`src/rtl/cfu_dispatch.sv`:
```
// cfu_dispatch: CFU front-end dispatcher.
// Decodes funct3 of each CPU CFU command and routes it to one of NUM_FU
// functional units (FU i serves funct3 == i). The selected unit's response
// is registered and returned to the CPU. Unmapped funct3 values receive
// ERR_CODE immediately instead of stalling.
//
// Optional feature, enabled by defining CFU_DISPATCH_PERF_EN:
//   per-FU saturating command counters plus one counter for unmapped
//   commands, readable with funct3 == PERF_ID (counter index in funct7[2:0],
//   funct7[6] clears all counters after the read). When the macro is not
//   defined there are no counters and PERF_ID is treated as unmapped.
//
// Handshake rules (all channels): a transfer happens on a rising clock edge
// where valid and ready are both high. A source holds valid and its payload
// stable until that edge; ready may depend combinationally on valid.
// Only one command is in flight, so responses can never be reordered.
module cfu_dispatch #(
  parameter int          NUM_FU     = 3,
  parameter logic [31:0] ERR_CODE   = 32'hDEAD_C0DE,
  parameter int          PERF_ID    = 7,
  parameter int          PERF_CNT_W = 32
) (
  input  logic                  clk,
  input  logic                  reset,
  input  logic                  cmd_valid,
  output logic                  cmd_ready,
  input  logic [9:0]            cmd_payload_function_id,
  input  logic [31:0]           cmd_payload_inputs_0,
  input  logic [31:0]           cmd_payload_inputs_1,
  output logic                  rsp_valid,
  input  logic                  rsp_ready,
  output logic [31:0]           rsp_payload_outputs_0,
  output logic [NUM_FU-1:0]     fu_cmd_valid,
  input  logic [NUM_FU-1:0]     fu_cmd_ready,
  output logic [9:0]            fu_function_id,
  output logic [31:0]           fu_inputs_0,
  output logic [31:0]           fu_inputs_1,
  input  logic [NUM_FU-1:0]     fu_rsp_valid,
  output logic [NUM_FU-1:0]     fu_rsp_ready,
  input  logic [32*NUM_FU-1:0]  fu_rsp_data,
  output logic                  busy,
  output logic                  err_unmapped,
  output logic [1:0]            dbg_state
);

  // Elaboration-time sanity check of the parameter set.
  if (NUM_FU < 1 || NUM_FU > 7 || PERF_ID < NUM_FU || PERF_ID > 7 ||
      PERF_CNT_W < 1 || PERF_CNT_W > 32) begin : g_param_err
    $error("cfu_dispatch: illegal parameter combination");
  end

  typedef enum logic [1:0] {
    ST_IDLE    = 2'd0,
    ST_WAIT_FU = 2'd1,
    ST_RSP     = 2'd2
  } state_t;

  state_t      r_state;
  state_t      w_state_nxt;
  logic [2:0]  r_sel;
  logic [31:0] r_rsp;
  logic        r_err;

  logic [2:0]  w_funct3;
  logic        w_mapped;
  logic        w_accept;
  logic        w_is_perf;
  logic [31:0] w_perf_rd;
  logic        w_sel_cmd_ready;
  logic        w_sel_rsp_valid;
  logic [31:0] w_sel_rsp_data;

  assign w_funct3 = cmd_payload_function_id[2:0];
  assign w_mapped = ({1'b0, w_funct3} < 4'(NUM_FU));
  assign w_accept = (r_state == ST_IDLE) && cmd_valid && cmd_ready;

  // Command payload is broadcast; only the one-hot valid selects the unit.
  assign fu_function_id        = cmd_payload_function_id;
  assign fu_inputs_0           = cmd_payload_inputs_0;
  assign fu_inputs_1           = cmd_payload_inputs_1;
  assign rsp_payload_outputs_0 = r_rsp;
  assign err_unmapped          = r_err;
  assign busy                  = (r_state != ST_IDLE);
  assign dbg_state             = r_state;

  // Per-unit muxes: ready of the decoded unit, response of the latched unit.
  always_comb begin
    w_sel_cmd_ready = 1'b0;
    w_sel_rsp_valid = 1'b0;
    w_sel_rsp_data  = '0;
    for (int i = 0; i < NUM_FU; i++) begin
      if (w_funct3 == 3'(i)) begin
        w_sel_cmd_ready = fu_cmd_ready[i];
      end
      if (r_sel == 3'(i)) begin
        w_sel_rsp_valid = fu_rsp_valid[i];
        w_sel_rsp_data  = fu_rsp_data[32*i +: 32];
      end
    end
  end

  // FSM state register.
  always_ff @(posedge clk or posedge reset) begin
    if (reset) begin
      r_state <= ST_IDLE;
    end else begin
      r_state <= w_state_nxt;
    end
  end

  // FSM next state and handshake outputs.
  always_comb begin
    w_state_nxt  = r_state;
    cmd_ready    = 1'b0;
    rsp_valid    = 1'b0;
    fu_cmd_valid = '0;
    fu_rsp_ready = '0;
    case (r_state)
      ST_IDLE: begin
        // Unmapped and perf-read commands never stall the CPU.
        cmd_ready = w_mapped ? w_sel_cmd_ready : 1'b1;
        for (int i = 0; i < NUM_FU; i++) begin
          if (w_mapped && (w_funct3 == 3'(i))) begin
            fu_cmd_valid[i] = cmd_valid;
          end
        end
        if (cmd_valid && cmd_ready) begin
          w_state_nxt = w_mapped ? ST_WAIT_FU : ST_RSP;
        end
      end
      ST_WAIT_FU: begin
        // Only the selected unit is drained; others stay stalled.
        for (int i = 0; i < NUM_FU; i++) begin
          if (r_sel == 3'(i)) begin
            fu_rsp_ready[i] = 1'b1;
          end
        end
        if (w_sel_rsp_valid) begin
          w_state_nxt = ST_RSP;
        end
      end
      ST_RSP: begin
        rsp_valid = 1'b1;
        if (rsp_ready) begin
          w_state_nxt = ST_IDLE;
        end
      end
      default: begin
        w_state_nxt = ST_IDLE;
      end
    endcase
  end

  // Unit select, response register and unmapped-error pulse.
  always_ff @(posedge clk or posedge reset) begin
    if (reset) begin
      r_sel <= '0;
      r_rsp <= '0;
      r_err <= 1'b0;
    end else begin
      r_err <= 1'b0;
      if (w_accept) begin
        if (w_mapped) begin
          r_sel <= w_funct3;
        end else if (w_is_perf) begin
          r_rsp <= w_perf_rd;
        end else begin
          r_rsp <= ERR_CODE;
          r_err <= 1'b1;
        end
      end
      if ((r_state == ST_WAIT_FU) && w_sel_rsp_valid) begin
        r_rsp <= w_sel_rsp_data;
      end
    end
  end

`ifdef CFU_DISPATCH_PERF_EN
  // Index NUM_FU is the unmapped-command counter.
  logic [PERF_CNT_W-1:0] r_cnt [NUM_FU+1];
  logic                  r_clr_pend;
  logic [3:0]            w_cnt_idx;
  logic [2:0]            w_rd_idx;

  assign w_is_perf = (w_funct3 == 3'(PERF_ID));
  assign w_cnt_idx = w_mapped ? {1'b0, w_funct3} : 4'(NUM_FU);
  assign w_rd_idx  = cmd_payload_function_id[5:3];

  // Counter read mux; indices beyond the unmapped counter read as zero.
  always_comb begin
    w_perf_rd = '0;
    for (int i = 0; i <= NUM_FU; i++) begin
      if (w_rd_idx == 3'(i)) begin
        w_perf_rd[PERF_CNT_W-1:0] = r_cnt[i];
      end
    end
  end

  // Saturating counters; a clear request applies one cycle after the read.
  always_ff @(posedge clk or posedge reset) begin
    if (reset) begin
      r_clr_pend <= 1'b0;
      for (int i = 0; i <= NUM_FU; i++) begin
        r_cnt[i] <= '0;
      end
    end else begin
      r_clr_pend <= w_accept && w_is_perf && cmd_payload_function_id[9];
      if (r_clr_pend) begin
        for (int i = 0; i <= NUM_FU; i++) begin
          r_cnt[i] <= '0;
        end
      end else if (w_accept && !w_is_perf) begin
        for (int i = 0; i <= NUM_FU; i++) begin
          if ((w_cnt_idx == 4'(i)) && (r_cnt[i] != {PERF_CNT_W{1'b1}})) begin
            r_cnt[i] <= r_cnt[i] + 1'b1;
          end
        end
      end
    end
  end
`else
  assign w_is_perf = 1'b0;
  assign w_perf_rd = '0;
`endif

endmodule
```
`config.mk`:
```
export PLATFORM = sky130hd
export DESIGN_NAME = cfu_dispatch
export DESIGN_NICKNAME = d
export VERILOG_FILES = /design/src/rtl/cfu_dispatch.sv
export SDC_FILE = /design/constraint.sdc
export NUM_CORES = 1
export LEC_CHECK = 0
export ABC_AREA = 1
export BUFFER_PORTS_ARGS = -buffer_cell sky130_fd_sc_hd__buf_2
export CAP_MARGIN = 20
export CORE_AREA = 4 4 115 117
export CTS_CLUSTER_SIZE = 10
export DETAILED_ROUTE_END_ITERATION = 8
export DIE_AREA = 0 0 119 121
export GPL_TIMING_DRIVEN = 0
export PLACE_DENSITY = 0.61
export RECOVER_POWER = 50
export SYNTH_ARGS = -nofsm -noshare
export SYNTH_HDL_FRONTEND = slang
export SYNTH_SLANG_ARGS = --single-unit
```
`constraint.sdc`:
```
create_clock -name clk -period 1.45 [get_ports clk]
set_clock_uncertainty 0.15 [all_clocks]
set_input_delay 0.29 -clock clk [delete_from_list [all_inputs] [get_ports clk]]
set_output_delay 0.29 -clock clk [all_outputs]
set_load 0.01 [all_outputs]
```
# [Word-level counts from Yosys, hierarchy flattened]
# Cells that the tools add are included.
[word_totals] regBits=38 inputBits=180 out_inout_bits=118 wordCells=60
[op_classes] n_lt_le_gt_ge=1 n_eq_ne=10 n_mux=30 reduce_logical=15
[ops] operator="32-bit two-way mux" n=6
[ops] operator="1-bit two-way mux" n=17
[ops] operator="2-bit two-way mux" n=4
[ops] operator="1-bit logical AND" n=7
[ops] operator="3-bit by 1-bit == test with 1-bit output, second input constant" n=2
[ops] operator="3-bit by 2-bit == test with 1-bit output, second input constant" n=2
[ops] operator="3-bit logical NOT" n=2
[ops] operator="3-bit two-way mux" n=2
[ops] operator="2-bit case mux with 3 select lines" n=1
[ops] operator="2-bit by 1-bit inequality test with 1-bit output, second input constant" n=2
[ops] operator="2-bit inequality test, second input constant" n=2
[ops] operator="2-bit AND reduction" n=2
[ops] operator="2-bit nonzero test" n=2
[ops] operator="3-bit by 2-bit less-than comparator with 1-bit output, second input constant" n=1
[ops] operator="3-bit AND reduction" n=1
[ops] operator="2-bit by 1-bit == test with 1-bit output, second input constant" n=1
[ops] operator="2-bit == test, second input constant" n=1
[ops] operator="2-bit logical NOT" n=1

# [Longest topological paths before layout]
[logic_depth] ltp_word=9 ltp_mapped=10 depth_no_buf=8

# [Least setup slack after synthesis]
# OpenSTA, ideal clock, no wires.
[synth_timing] kind="register to output" from="reg r_state[0] (netlist: dbg_state[0])" to="out fu_rsp_ready[1]" arrival_ns=1.217 t_required_ns=1.010 setup_slack_ns=-0.207 stages_incl_launch_ff=5 n_path_buf=0 cell_sequence="dfrtp_1 > inv_1 > nor2_1 > inv_1 > nor4_1"
[synth_via] elab_chain_len=2
[synth_rtl] element="start, declared" line="58" rtl="state_t r_state;"
[synth_rtl] element="start signal, assigned" line="107" rtl="r_state <= w_state_nxt;"
[synth_rtl] element="2-bit by 1-bit == test with 1-bit output" line="118" rtl="case (r_state)"
[synth_rtl] element="3-bit two-way mux" line="118"
[synth_rtl] element="end, declared" line="39" rtl="output logic [NUM_FU-1:0] fu_rsp_ready,"
# Every way passes these cells.

# [Worst setup path in the final report]
[layout_timing] from="reg r_sel[2]" to="out fu_rsp_ready[2]"
[layout_via] elab_chain_len=3
[layout_rtl] element="start, declared" line="60" rtl="logic [2:0] r_sel;"
[layout_rtl] element="start signal, assigned" line="164" rtl="r_sel <= w_funct3;"
[layout_rtl] element="3-bit by 2-bit == test with 1-bit output" line="134" rtl="if (r_sel == 3'(i)) begin"
[layout_rtl] element="1-bit two-way mux" line="134"
[layout_rtl] element="3-bit two-way mux" line="118"
# Every way passes these cells.

==> metrics.txt <==
H-tree levels=2; Bufs on Longest Clock Path=2; pre-CTS setup slack=-0.409 ns; Area Growth Syn to Fin=64.3%; Num CTS Buffers=5; IO Port Bufs=226; starting density of the core=0.259; die area=between 10000 and 15000 um^2; number of global-route vias before repair=around 3800; Pins Over Slew Limit=0; Max Cap Viol=0; fillers=1337; Yosys top cell area share=0.297; num rows=just over 40; WL/cell=13.5 um; Antenna diodes=0; first-pass GRT wire length=around 19 mm; synthesized cell area=3200 um^2; number of top-level pins=between 200 and 300; Worst-path clk slew=~0.060 ns; Multi-input gate area=1590 um^2; Tmin final=1.76 ns; HPWL Detailed=between 9 and 10 mm; GR Overflow Total=0; crit end category=output port; top-count cell post-synth=nand2_1; cell count after synthesis=about 480; vias=between 3000 and 4000; fin worst setup slack=-0.312 ns; top cells by count, synth=nand2_1 (117), nand3_1 (82), buf_4 (77); Most Crowded Layer GR=met2; DRT antenna net count=0; CP arrival=about 1.3 ns; CP max FO=4; Clock Root Buffer=clkbuf_16; Pwr Density=~1100 nW/um^2; Tightest Pin Transition=about 0.84 ns; Synth Net Count=roughly 660; Vias/cell=4.25; top_reg_cell synth=dfrtp_1; register bit total from synthesis=38; CTS tree=built; unrepaired setup endpoints after global routing=true; DIE WIDTH=119 um; Placed Cells=about 880; Worst R2R End=rsp_payload_outputs_0[1]; Std-Cell Core Area=roughly 12000 um^2; Synth area leader=dfrtp_1; outcome=complete, but fails checks; Core Util, Final=0.425; R2R Setup Slk=-0.26 ns; # clock sinks=38; share of layout cells above drive strength 1=0.456; period utilization=1.21; Syn Area/Cell=roughly 6.7 um^2; # setup viols final=43; yosys warns=0; number of synthesized flops with an enable pin=0; post-synth cell types=24; Critical Path RT=just over 1 ns; failing checks=negative setup slack; largest net degree at the start of global routing=39; initial antenna violation count=0; worst r2r path cells=10; Final Hold Viols=0; top post-synthesis cells by area=dfrtp_1 (30%), buf_4 (18%), nand2_1 (14%), nand3_1 (13%), inv_1 (6.1%); DRT Pass-1 Iters=4; Post-Layout Cell Count=slightly above 900; storage element area=~950 um^2; VDD IR max=roughly 0.45 mV; Fmax=0.568 GHz; leakage=2.84 nW; Die Ht=about 120 um; nets=between 900 and 1000; Slew Limit Headroom=0.436; Hold Path Class=input port to async pin; RR Startpoint=r_sel[1]; met1 Use GR=0.192; async set-reset flop share out of synthesis=1.00; Final Power=5.82 mW; sequential fraction of the synthesis area=0.297; 1st-iter DRT viols=~170; DR DRC count=0; Total Wirelength=12.2 mm; met3 Use GR=0.0424; critical path class=flip-flop to output port; routability cong.=approximately 0.73; worst skew pair latency=between 0.2 and 0.3 ns; Sum Neg Setup Slack=-9.24 ns; GRT Overall Usage=0.161; startpoint types=flip-flop; global-route track usage on met2=0.289
[critical path: stages (launching register included)]
cell	delay, ns
dfrtp_2	0.45
nor2_4	0.16
nand2_4	0.10
buf_8	0.14
nor2_4	0.08
buf_6	0.11
[layout make-up]
class	instances	area share
Buffer	102	0.157
Clock buffer	7	0.0272
Clock inverter	1	0.000953
Inverter	55	0.0412
Multi-Input combinational cell	283	0.302
Sequential cell	38	0.182
Tap cell	172	0.0410
Timing Repair Buffer	249	0.249
[registers in the layout (all words and copies together), names as in the netlist]
| register | cells |
|---|---|
| rsp_payload_outputs_0 | 32 |
| r_sel | 3 |
| dbg_state | 2 |
| err_unmapped | 1 |
[logic make-up after synthesis]
| group | count (synthesis) | share of synthesized area |
|---|---|---|
| buf+inv | 157 | 0.281 |
| compound gates | 25 | 0.0446 |
| simple gates | 258 | 0.377 |
| flops | 38 | 0.297 |
[metrics by stage]
stage	cell area, um^2	hold WS [ns]
final	5250	0.0342
after global routing	5250	0.102
after CTS	5290	0.0696
after detailed placement	4620	0.338
after global placement	4620	0.335
after floorplan	3270	0.264
[worst max path at each step]
stage / start / endpoint
floorplan: r_sel[2] / rsp_payload_outputs_0[18]
detailed placement: r_sel[1] / fu_rsp_ready[1]
CTS: r_sel[1] / fu_rsp_ready[1]
global placement: reset / r_sel[2]
global route: dbg_state[1] / fu_cmd_valid[1]
finish: r_sel[2] / fu_rsp_ready[2]
[power breakdown]
group          switching (mW)  total [mW]  internal, mW
logic                    1.86        3.46          1.60
registers              0.0801        1.26          1.18
clock network           0.420        1.10         0.682
[per-layer routing]
layer / up-vias / wire length [um]
met4: 0 / 124
met2: 171 / 6110
met1: 1713 / 5020
met5: - / 0
li1: 1964 / -
met3: 6 / 974
[placed cells by master, fill, tap and decap left out]
master / netlist / final
nor4_4: 0 / 4
inv_6: 0 / 1
o211ai_1: 1 / 1
buf_12: 0 / 2
buf_2: 17 / 154
nand2_2: 1 / 4
bufbuf_16: 0 / 1
clkbuf_16: 0 / 5
o21ai_2: 1 / 1
nand2_4: 0 / 5
inv_1: 52 / 46
inv_2: 3 / 6
nor2_1: 11 / 5
o21ai_1: 10 / 13
or2_1: 19 / 19
nand4_1: 19 / 19
nand3_2: 1 / 9
a21oi_4: 1 / 1
dfrtp_1: 38 / 35
nor3_4: 0 / 2
buf_8: 0 / 5
clkbuf_2: 0 / 4
nand3_1: 82 / 72
buf_6: 0 / 20
nor2_2: 1 / 2
nor2_4: 0 / 5
inv_4: 0 / 2
clkbuf_1: 7 / 73
clkinv_2: 0 / 1
o21ai_0: 12 / 8
buf_4: 77 / 91
dfrtp_2: 0 / 3
nand2_1: 117 / 109
nand4_2: 1 / 1
clkbuf_4: 0 / 2
clkbuf_8: 0 / 1
nand3_4: 0 / 2
o21ai_4: 0 / 1
[timing repair]
action / in CTS / in global routing
buffers inserted: 17 / 2
hold buffers: 0 / 0
cloned: 4 / 0
gates resized for setup: 98 / 14
pin swaps: 23 / 15
setup endpoints to repair: 44 / 46
No activity file was read; power rests on OpenSTA's default activity.
